[config.mk]
export PLATFORM = sky130hd
export DESIGN_NAME = max7219_frame_seq
export DESIGN_NICKNAME = d
export VERILOG_FILES = /design/src/rtl/max7219_frame_seq.sv
export SDC_FILE = /design/constraint.sdc
export NUM_CORES = 1
export LEC_CHECK = 0
export CAP_MARGIN = 5
export CORE_MARGIN = 1.5
export CORE_UTILIZATION = 59
export DETAILED_ROUTE_END_ITERATION = 8
export PLACE_DENSITY = 0.94
export SYNTH_ARGS = -nofsm -noshare
export SYNTH_HDL_FRONTEND = slang
export SYNTH_SLANG_ARGS = --single-unit
[constraint.sdc]
create_clock -name sys_clk -period 6.6 [get_ports sys_clk]
set_clock_uncertainty 0.05 [all_clocks]
set_input_delay 1.32 -clock sys_clk [delete_from_list [all_inputs] [get_ports sys_clk]]
set_output_delay 1.32 -clock sys_clk [all_outputs]
set_load 0.03 [all_outputs]
[src/rtl/max7219_frame_seq.sv]
// rtl/max7219_frame_seq.sv - MAX7219 init/frame command sequencer driving the serial transmitter
module max7219_frame_seq #(
  parameter int Freq_MegaHZ    = 50,
  parameter int PWRUP_US       = 100,
  parameter int GAP_CYCLES     = 4,
  parameter int TIMEOUT_CYCLES = 4096
) (
  input  logic        sys_clk,
  input  logic        rst,
  input  logic [63:0] frame,
  input  logic        frame_vld,
  input  logic [3:0]  intensity,
  input  logic        busy,
  output logic        str,
  output logic [7:0]  IRreg,
  output logic [7:0]  data,
  output logic        ready,
  output logic        init_done,
  output logic        frame_ack,
  output logic        err
);

  // Terminal counts for the single shared cycle counter.
  localparam logic [31:0] PWRUP_LAST = 32'(Freq_MegaHZ * PWRUP_US - 1);
  localparam logic [31:0] GAP_LAST   = 32'(GAP_CYCLES - 1);
  localparam logic [31:0] TO_LAST    = 32'(TIMEOUT_CYCLES - 1);

  typedef enum logic [2:0] {
    S_PWRUP, S_IDLE, S_ISSUE, S_WAIT_HI, S_WAIT_LO, S_GAP
  } state_t;

  // Which command list the current index walks through.
  typedef enum logic [1:0] {
    K_INIT, K_FRAME, K_INTEN
  } kind_t;

  state_t      state, state_n;
  kind_t       kind, kind_n;
  logic [2:0]  idx, idx_n;
  logic [31:0] cnt, cnt_n;
  logic [63:0] buf_q, buf_n;
  logic [3:0]  last_int, last_int_n;
  logic        retry, retry_n;
  logic        str_n, ready_n, init_done_n, frame_ack_n, err_n;
  logic [7:0]  irreg_n, data_n;
  logic [7:0]  cmd_addr, cmd_data;

  // Address/data of the command selected by kind and index.
  always_comb begin
    cmd_addr = 8'h0C;
    cmd_data = 8'h01;
    case (kind)
      K_INIT: begin
        case (idx)
          3'd0:    begin cmd_addr = 8'h0C; cmd_data = 8'h00; end
          3'd1:    begin cmd_addr = 8'h09; cmd_data = 8'h00; end
          3'd2:    begin cmd_addr = 8'h0B; cmd_data = 8'h07; end
          3'd3:    begin cmd_addr = 8'h0A; cmd_data = {4'h0, intensity}; end
          default: begin cmd_addr = 8'h0C; cmd_data = 8'h01; end
        endcase
      end
      K_FRAME: begin
        cmd_addr = {5'd0, idx} + 8'd1;
        cmd_data = buf_q[{idx, 3'b000} +: 8];
      end
      default: begin
        cmd_addr = 8'h0A;
        cmd_data = {4'h0, intensity};
      end
    endcase
  end

  // Next-state and next-output logic for the sequencer and command handshake.
  always_comb begin
    state_n     = state;
    kind_n      = kind;
    idx_n       = idx;
    cnt_n       = cnt;
    buf_n       = buf_q;
    last_int_n  = last_int;
    retry_n     = retry;
    str_n       = str;
    irreg_n     = IRreg;
    data_n      = data;
    ready_n     = ready;
    init_done_n = init_done;
    frame_ack_n = 1'b0;
    err_n       = err;
    case (state)
      S_PWRUP: begin
        if (cnt == PWRUP_LAST) begin
          cnt_n   = '0;
          kind_n  = K_INIT;
          idx_n   = 3'd0;
          state_n = S_ISSUE;
        end else begin
          cnt_n = cnt + 32'd1;
        end
      end
      S_IDLE: begin
        if (frame_vld) begin
          buf_n   = frame;
          ready_n = 1'b0;
          kind_n  = K_FRAME;
          idx_n   = 3'd0;
          state_n = S_ISSUE;
        end else if (intensity != last_int) begin
          ready_n = 1'b0;
          kind_n  = K_INTEN;
          idx_n   = 3'd0;
          state_n = S_ISSUE;
        end
      end
      S_ISSUE: begin
        irreg_n = cmd_addr;
        data_n  = cmd_data;
        str_n   = 1'b1;
        if (cmd_addr == 8'h0A) last_int_n = intensity;
        retry_n = 1'b0;
        cnt_n   = '0;
        state_n = S_WAIT_HI;
      end
      S_WAIT_HI: begin
        if (busy) begin
          cnt_n   = '0;
          state_n = S_WAIT_LO;
        end else if (cnt == TO_LAST) begin
          err_n   = 1'b1;
          str_n   = 1'b0;
          retry_n = 1'b1;
          cnt_n   = '0;
          state_n = S_GAP;
        end else begin
          cnt_n = cnt + 32'd1;
        end
      end
      S_WAIT_LO: begin
        if (!busy) begin
          str_n   = 1'b0;
          cnt_n   = '0;
          state_n = S_GAP;
        end else if (cnt == TO_LAST) begin
          err_n   = 1'b1;
          str_n   = 1'b0;
          retry_n = 1'b1;
          cnt_n   = '0;
          state_n = S_GAP;
        end else begin
          cnt_n = cnt + 32'd1;
        end
      end
      S_GAP: begin
        if (cnt == GAP_LAST) begin
          cnt_n = '0;
          if (retry) begin
            state_n = S_ISSUE;
          end else begin
            case (kind)
              K_INIT: begin
                if (idx == 3'd4) begin
                  init_done_n = 1'b1;
                  ready_n     = 1'b1;
                  state_n     = S_IDLE;
                end else begin
                  idx_n   = idx + 3'd1;
                  state_n = S_ISSUE;
                end
              end
              K_FRAME: begin
                if (idx == 3'd7) begin
                  frame_ack_n = 1'b1;
                  ready_n     = 1'b1;
                  state_n     = S_IDLE;
                end else begin
                  idx_n   = idx + 3'd1;
                  state_n = S_ISSUE;
                end
              end
              default: begin
                ready_n = 1'b1;
                state_n = S_IDLE;
              end
            endcase
          end
        end else begin
          cnt_n = cnt + 32'd1;
        end
      end
      default: begin
        state_n = S_PWRUP;
        cnt_n   = '0;
      end
    endcase
  end

  // State and registered outputs; reset restarts the power-up wait.
  always_ff @(posedge sys_clk or posedge rst) begin
    if (rst) begin
      state     <= S_PWRUP;
      kind      <= K_INIT;
      idx       <= 3'd0;
      cnt       <= '0;
      buf_q     <= '0;
      last_int  <= 4'h0;
      retry     <= 1'b0;
      str       <= 1'b0;
      IRreg     <= 8'h00;
      data      <= 8'h00;
      ready     <= 1'b0;
      init_done <= 1'b0;
      frame_ack <= 1'b0;
      err       <= 1'b0;
    end else begin
      state     <= state_n;
      kind      <= kind_n;
      idx       <= idx_n;
      cnt       <= cnt_n;
      buf_q     <= buf_n;
      last_int  <= last_int_n;
      retry     <= retry_n;
      str       <= str_n;
      IRreg     <= irreg_n;
      data      <= data_n;
      ready     <= ready_n;
      init_done <= init_done_n;
      frame_ack <= frame_ack_n;
      err       <= err_n;
    end
  end

endmodule

==> results.sh, run 1 <==
export IMPL_cp_max_fo=16
export IMPL_drv_cap=0
export IMPL_relSlewSlack_pct=31.7
export IMPL_hold_violations=0
export IMPL_hold_slack_ns=0.409
export IMPL_grt_max_degree=69
export IMPL_cts_resized=0
export IMPL_setup_ws_ns=3.25
export IMPL_total_power_mw=3.44
export IMPL_drc=0
export IMPL_pwr_share_seq_pct=37.0
export IMPL_root_buffer="clkbuf_8"
export IMPL_p_sw_mw=1.23
export IMPL_yosysWarnings=0
export IMPL_hold_buffers=0
export IMPL_grt_pass1_vias=5164
export IMPL_viasPerCell=6.23
export IMPL_power_frac_comb_pct=36.2
export IMPL_drive_gt1_share_pct=19.9
export IMPL_synth_distinct_cells=59
export IMPL_worst_pin_slew_ns=1.02
export IMPL_overflow=0
export IMPL_clk_latency_ns=0.53
export IMPL_ant_nets=0
export IMPL_cts_sinks=126
export IMPL_min_path_type="reg -> reg"
export IMPL_hpwl_um=10400
export IMPL_r2r_slack_ns=3.78
export IMPL_die_y_um=106
export IMPL_vias=4920
export IMPL_design_core_area_mm2=0.0103
export IMPL_leakagePower_nw=3.31
export IMPL_fin_tns_setup_ns=0
export IMPL_syn_mean_instance_area_um2=11.3
export IMPL_avgRoutedWirePerCell_um=20.7
export IMPL_grtUsageTotal_pct=31.3
export IMPL_numCtsBuffers=17
export IMPL_ys_flop_type="dfrtp_1"
export IMPL_path_clk_slew_ns=0.06
export IMPL_synthArstFlopShare_pct=100
export IMPL_period_share_pct=50.7
export IMPL_cp_start_kind="input pin"
export IMPL_grt_pass1_wl_um=26600
export IMPL_intPower_mw=2.21
export IMPL_syn_area_mm2=0.00630
export IMPL_first_pass_iters=7
export IMPL_clock_fmax_mhz=299
export IMPL_clock_path_buffers=2
export IMPL_pin_count=93
export IMPL_drt_iter0_markers=396
export IMPL_fp_dieW_um=106
export IMPL_rsz0062_at_grt="false"
export IMPL_ir_worst_vdd_mv=0.391
export IMPL_area_growth_pct=24.3
export IMPL_nFillCells=599
export IMPL_netSwitchingFraction_pct=35.7
export IMPL_worstSetupPathType="in -> reg"
export IMPL_cp_end_kind="flip-flop"
export IMPL_ys_ff_latch=126
export IMPL_pwr_density_cell_mw_per_mm2=439
export IMPL_fp_row_count=37
export IMPL_dp_slack_ns=2.81
export IMPL_min_period_ns=3.35
export IMPL_gp_congestion=0.859
export IMPL_setup_viol=0
export IMPL_port_buffers=88
export IMPL_cp_required_ns=6.96
export IMPL_wl_um=16400
export IMPL_drv_slew=0
export IMPL_antenna_diode_count=0
export IMPL_antenna_found_initial=0
export IMPL_h_tree_depth=4
export IMPL_layout_nets=720
export IMPL_synth_cells=557
export IMPL_yosysSeqAreaShare_pct=50.0
export IMPL_worstPathArrival_ns=3.71
export IMPL_design_die_area_mm2=0.0113
export IMPL_synth_edf_count=0
export IMPL_status="finished, final reports clean"
export IMPL_cts_tree="done"
export IMPL_fin_util_pct=75.9
export IMPL_post_cts_setup_buffers=0
export IMPL_p_clk_share_pct=26.8
export IMPL_initial_utilization_pct=61.0
cell usage after synthesis, types with 2 or more instances:
cell type / instances / area share [%]
a211oi_1: 2 / 0.24
a21o_1: 5 / 0.60
a21oi_1: 16 / 1.3
a222oi_1: 2 / 0.32
a22o_1: 2 / 0.28
a31oi_1: 3 / 0.30
and2_1: 3 / 0.30
and3_1: 6 / 0.60
and4_1: 7 / 0.97
buf_2: 11 / 0.87
buf_4: 5 / 0.60
clkbuf_1: 13 / 0.77
dfrtp_1: 126 / 50
ha_1: 7 / 1.4
inv_1: 8 / 0.48
mux2_2: 68 / 12
mux2_4: 2 / 0.48
mux2i_1: 8 / 1.3
mux4_2: 16 / 5.7
nand2_1: 54 / 3.2
nand2b_1: 4 / 0.40
nand3_1: 14 / 1.1
nand4_1: 13 / 1.3
nor2_1: 44 / 2.6
nor2b_1: 5 / 0.50
nor3_1: 12 / 0.95
nor3b_1: 6 / 0.71
nor4_1: 8 / 0.79
o21ai_0: 24 / 1.9
o21ai_1: 8 / 0.64
o21bai_1: 3 / 0.36
o22ai_1: 2 / 0.20
o31a_1: 2 / 0.28
or3_1: 4 / 0.40
xnor2_1: 8 / 1.1
xor2_1: 13 / 1.8
per-stage QoR:
step	cells	area (µm²)
after detailed placement	758	7250
after floorplan	560	6310
final	790	7840
after global placement	758	7250
after CTS	790	7840
after global routing	790	7840
path summary, 6_finish.rpt:
path	to	cells after the start	start
hold / removal	err	1	err
setup reg to reg	last_int[2]	7	idx[1]
setup / recovery	cnt[3]	7	busy
max in group asynchronous	idx[0]	3	rst
min in group asynchronous	buf_q[47]	2	rst
hold reg to reg	err	1	err
layout by cell type, fill, tap and decap left out, types with 7 or more instances in the layout:
| cell type | netlist | layout |
|---|---|---|
| clkbuf_16 | 0 | 16 |
| xor2_1 | 13 | 13 |
| nor2_1 | 44 | 44 |
| o21ai_1 | 8 | 8 |
| nor4_1 | 8 | 8 |
| dfrtp_1 | 126 | 126 |
| ha_1 | 7 | 7 |
| mux4_2 | 16 | 16 |
| mux2i_1 | 8 | 8 |
| o21ai_0 | 24 | 24 |
| nand3_1 | 14 | 14 |
| nand2_1 | 54 | 54 |
| clkdlybuf4s50_1 | 0 | 88 |
| a21oi_1 | 16 | 16 |
| inv_1 | 8 | 7 |
| mux2_2 | 68 | 68 |
| nor3_1 | 12 | 12 |
| and4_1 | 7 | 7 |
| xnor2_1 | 8 | 8 |
| nand4_1 | 13 | 13 |
registers in the layout, indices dropped and copies added, names as in the netlist:
register,count
IRreg,4
buf_q,64
cnt,32
data,8
err,1
frame_ack,1
idx,3
init_done,1
kind,2
last_int,4
ready,1
retry,1
state,3
str,1
routing by layer:
| metal | wire (µm) | track usage [%] | vias to the layer above |
|---|---|---|---|
| met1 | 6210 | 37.3 | 2462 |
| li1 | - | - | 2179 |
| met3 | 1190 | 8.40 | 47 |
| met5 | 0 | 0 | - |
| met4 | 690 | 16.4 | 0 |
| met2 | 8300 | 52.1 | 232 |
power by group through the flow:
| stage | sequential, mW | combinational (mW) | clock (mW) |
|---|---|---|---|
| floorplan | 1.24 | 0.867 | 0 |
| global placement | 1.23 | 1.15 | 0 |
| detailed placement | 1.26 | 1.21 | 0 |
| CTS | 1.27 | 1.24 | 0.927 |
| global route | 1.31 | 1.35 | 0.964 |
| finish | 1.27 | 1.25 | 0.924 |
cell families (layout without fill, tap and decap cells):
logic type	count (synthesis)	after routing	share of synthesized area, %
and+or+nand+nor	186	186	14.8
xor gates and xnor gates	21	21	2.92
other	1	4	0.0595
DFF	126	126	50.0
AOI/OAI and AO/OA	82	82	8.30
adders and majority gates	7	7	1.39
buffers and inverters	40	134	2.90
muxes	94	94	19.6
worst max-delay path, cell delays in order:
cell and delay (ns):
clkdlybuf4s50_1 0.51, nor3b_1 0.50, a22o_1 0.29, nor2_1 0.08, o21bai_1 0.53, nor2_4 0.20, a211oi_1 0.29
area by class of cell:
class / count / area [µm²] / area share (%)
multi-input combinational: 394 / 2980 / 38.0
clock inverter: 12 / 138 / 1.76
clock buffer: 20 / 445 / 5.69
timing repair buffer: 92 / 911 / 11.6
inverter: 10 / 40.0 / 0.511
tap: 136 / 170 / 2.17
sequential: 126 / 3150 / 40.2
No activity file was read; power rests on OpenSTA's default activity.
==> inputs of run 2 (changes only) <==
--- a/config.mk
+++ b/config.mk
@@ -7,9 +7,9 @@
 export LEC_CHECK = 0
 export CAP_MARGIN = 5
 export CORE_MARGIN = 1.5
-export CORE_UTILIZATION = 59
+export CORE_UTILIZATION = 55
 export DETAILED_ROUTE_END_ITERATION = 8
-export PLACE_DENSITY = 0.94
+export PLACE_DENSITY = 0.89
 export SYNTH_ARGS = -nofsm -noshare
 export SYNTH_HDL_FRONTEND = slang
 export SYNTH_SLANG_ARGS = --single-unit
==> constraint.sdc (replaced) <==
create_clock -name sys_clk -period 3.4 [get_ports sys_clk]
set_clock_uncertainty 0.05 [all_clocks]
set_input_delay 0.68 -clock sys_clk [delete_from_list [all_inputs] [get_ports sys_clk]]
set_output_delay 0.68 -clock sys_clk [all_outputs]
set_load 0.03 [all_outputs]
==> results.sh, run 2 (synthesized netlist as in run 1, its figures left out) <==
export IMPL_status="finished, final reports clean"
export IMPL_drt_iter0_markers=596
export IMPL_path_cells="ha_1 > nand3_1 > or4_1 > a211oi_2 > o21bai_1 > nor2_4 > o22ai_1"
export IMPL_setup_ws_ns=0.478
export IMPL_initial_utilization_pct=57.4
export IMPL_vias=4979
export IMPL_final_common_cell="dfrtp_1"
export IMPL_drc=0
export IMPL_worstSetupPathType="reg -> reg"
export IMPL_numCtsBuffers=17
export IMPL_fp_dieW_um=110
export IMPL_crit_slowest_cell="or4_1"
export IMPL_regMostFlops="buf_q"
export IMPL_final_cell_mix="126 x dfrtp_1, 88 x clkdlybuf4s50_1, 68 x mux2_2"
export IMPL_drv_slew=0
export IMPL_wl_um=15900
export IMPL_leakagePower_nw=3.35
export IMPL_design_die_area_mm2=0.0121
export IMPL_r2r_start="cnt[0]"
export IMPL_worstPathArrival_ns=3.15
export IMPL_largest_register_ffs=64
export IMPL_avgRoutedWirePerCell_um=20.0
export IMPL_relSlewSlack_pct=51.6
export IMPL_total_power_mw=6.69
export IMPL_min_period_ns=2.92
export IMPL_clock_fmax_mhz=342
export IMPL_overflow=0
export IMPL_worst_path_buf_inv=0
export IMPL_design_core_area_mm2=0.0110
export IMPL_grtUsageTotal_pct=28.5
export IMPL_hpwl_um=10300
export IMPL_h_tree_depth=4
export IMPL_antenna_diode_count=0
export IMPL_min_path_type="reg -> reg"
export IMPL_viasPerCell=6.24
export IMPL_worst_pin_slew_ns=0.724
export IMPL_post_cts_setup_buffers=0
export IMPL_pin_count=93
export IMPL_grt_pass1_wl_um=25700
export IMPL_dp_slack_ns=0.448
export IMPL_clk_latency_ns=0.42
export IMPL_root_buffer="clkbuf_16"
export IMPL_cp_start_kind="flip-flop"
export IMPL_fp_row_count=38
export IMPL_path_delay_family="simple AND/OR/NAND/NOR gates"
export IMPL_path_clk_slew_ns=0.06
export IMPL_grt_max_degree=127
export IMPL_rsz0062_at_grt="false"
export IMPL_seq_area_mm2=0.00315
export IMPL_period_share_pct=86.0
export IMPL_layout_nets=725
export IMPL_antenna_found_initial=0
export IMPL_clock_path_buffers=2
export IMPL_area_growth_pct=25.6
export IMPL_gp_congestion=0.883
export IMPL_cp_end_kind="flip-flop"
export IMPL_cts_tree="done"
export IMPL_ir_worst_vdd_mv=0.507
export IMPL_worst_path_largest_cell_delay_ns=0.63
export IMPL_cp_required_ns=3.63
export IMPL_min_from="err"
export IMPL_top_regs="buf_q: 64 flops, cnt: 32 flops, data: 8 flops"
export IMPL_grt_pass1_vias=5056
export IMPL_startpoint="cnt[0]"
export IMPL_setup_viol=0
export IMPL_drv_cap=0
export IMPL_die_y_um=110
export IMPL_first_pass_iters=7
export IMPL_hold_slack_ns=0.423
export IMPL_cp_max_fo=16
export IMPL_pwr_density_cell_mw_per_mm2=845
export IMPL_cts_sinks=126
export IMPL_ant_nets=0
export IMPL_fin_tns_setup_ns=0
export IMPL_cts_resized=0
export IMPL_nFillCells=694
export IMPL_hold_buffers=0
export IMPL_multi_input_area_mm2=0.00298
export IMPL_hold_violations=0
export IMPL_drive_gt1_share_pct=20.5
export IMPL_port_buffers=88
==> run 2: changes by cell type in the layout (fill, tap and decap cells not counted) <==
cell	change
clkinv_4	-4
buf_12	+3
clkinv_2	+3
buf_4	+2
clkinvlp_4	+2
clkbuf_1	-1
clkbuf_16	+1
inv_4	-1
inv_6	-1
==> run 2: worst reg2reg max path, cell delays in order, from the launching register on <==
cell and delay (ns):
dfrtp_1 0.43, ha_1 0.29, nand3_1 0.18, or4_1 0.63, a211oi_2 0.34, o21bai_1 0.29
nor2_4 0.42, o22ai_1 0.16
==> run 2: metal layers <==
layer / track usage [%] / vias up / wire, µm
met4: 12.2 / 0 / 537
met5: 0 / - / 0
met3: 6.76 / 58 / 1250
li1: - / 2198 / -
met1: 34.9 / 2432 / 6100
met2: 48.4 / 291 / 8050
==> run 2: path summary, 6_finish.rpt <==
path | to | slack [ns] | cells after the start
worst min-delay path | err | 0.42 | 1
worst min register to register | err | 0.42 | 1
max in group asynchronous | buf_q[2] | 2.06 | 3
min in group asynchronous | buf_q[58] | 0.77 | 3
worst max-delay path | cnt[7] | 0.48 | 7
worst max register to register | cnt[7] | 0.48 | 7
==> run 2: layout make-up <==
cell class / instances / area share, %
inverters: 10 / 0.522
multi-input cells: 394 / 37.6
flip-flops and latches: 126 / 39.8
repair buffers: 97 / 12.5
clock buffers: 20 / 5.90
well taps: 140 / 2.21
clock inverters: 11 / 1.47
==> run 2: stage by stage <==
stage | area (µm²) | util (%) | cells
4_1_cts | 7920 | 72.1 | 798
6_report | 7920 | 72.1 | 798
3_3_place_gp | 7330 | 66.8 | 767
5_1_grt | 7920 | 72.1 | 798
3_5_place_dp | 7330 | 66.8 | 767
2_1_floorplan | 6320 | - | 560
==> run 2: power by group <==
group / total [mW] / leakage, nW / switching [mW] / internal (mW)
Sequential: 2.46 / 1.59 / 0.414 / 2.05
Clock: 1.77 / 0.283 / 0.644 / 1.12
Combinational: 2.46 / 1.48 / 1.25 / 1.21
==> inputs of run 3 (changes only) <==
--- a/config.mk
+++ b/config.mk
@@ -9,6 +9,7 @@
 export CORE_MARGIN = 1.5
 export CORE_UTILIZATION = 55
 export DETAILED_ROUTE_END_ITERATION = 8
+export GPL_ROUTABILITY_DRIVEN = 0
 export PLACE_DENSITY = 0.89
 export SYNTH_ARGS = -nofsm -noshare
 export SYNTH_HDL_FRONTEND = slang
==> results of run 3 <==
The final DEF is identical to that of run 2; final timing and power are the same.
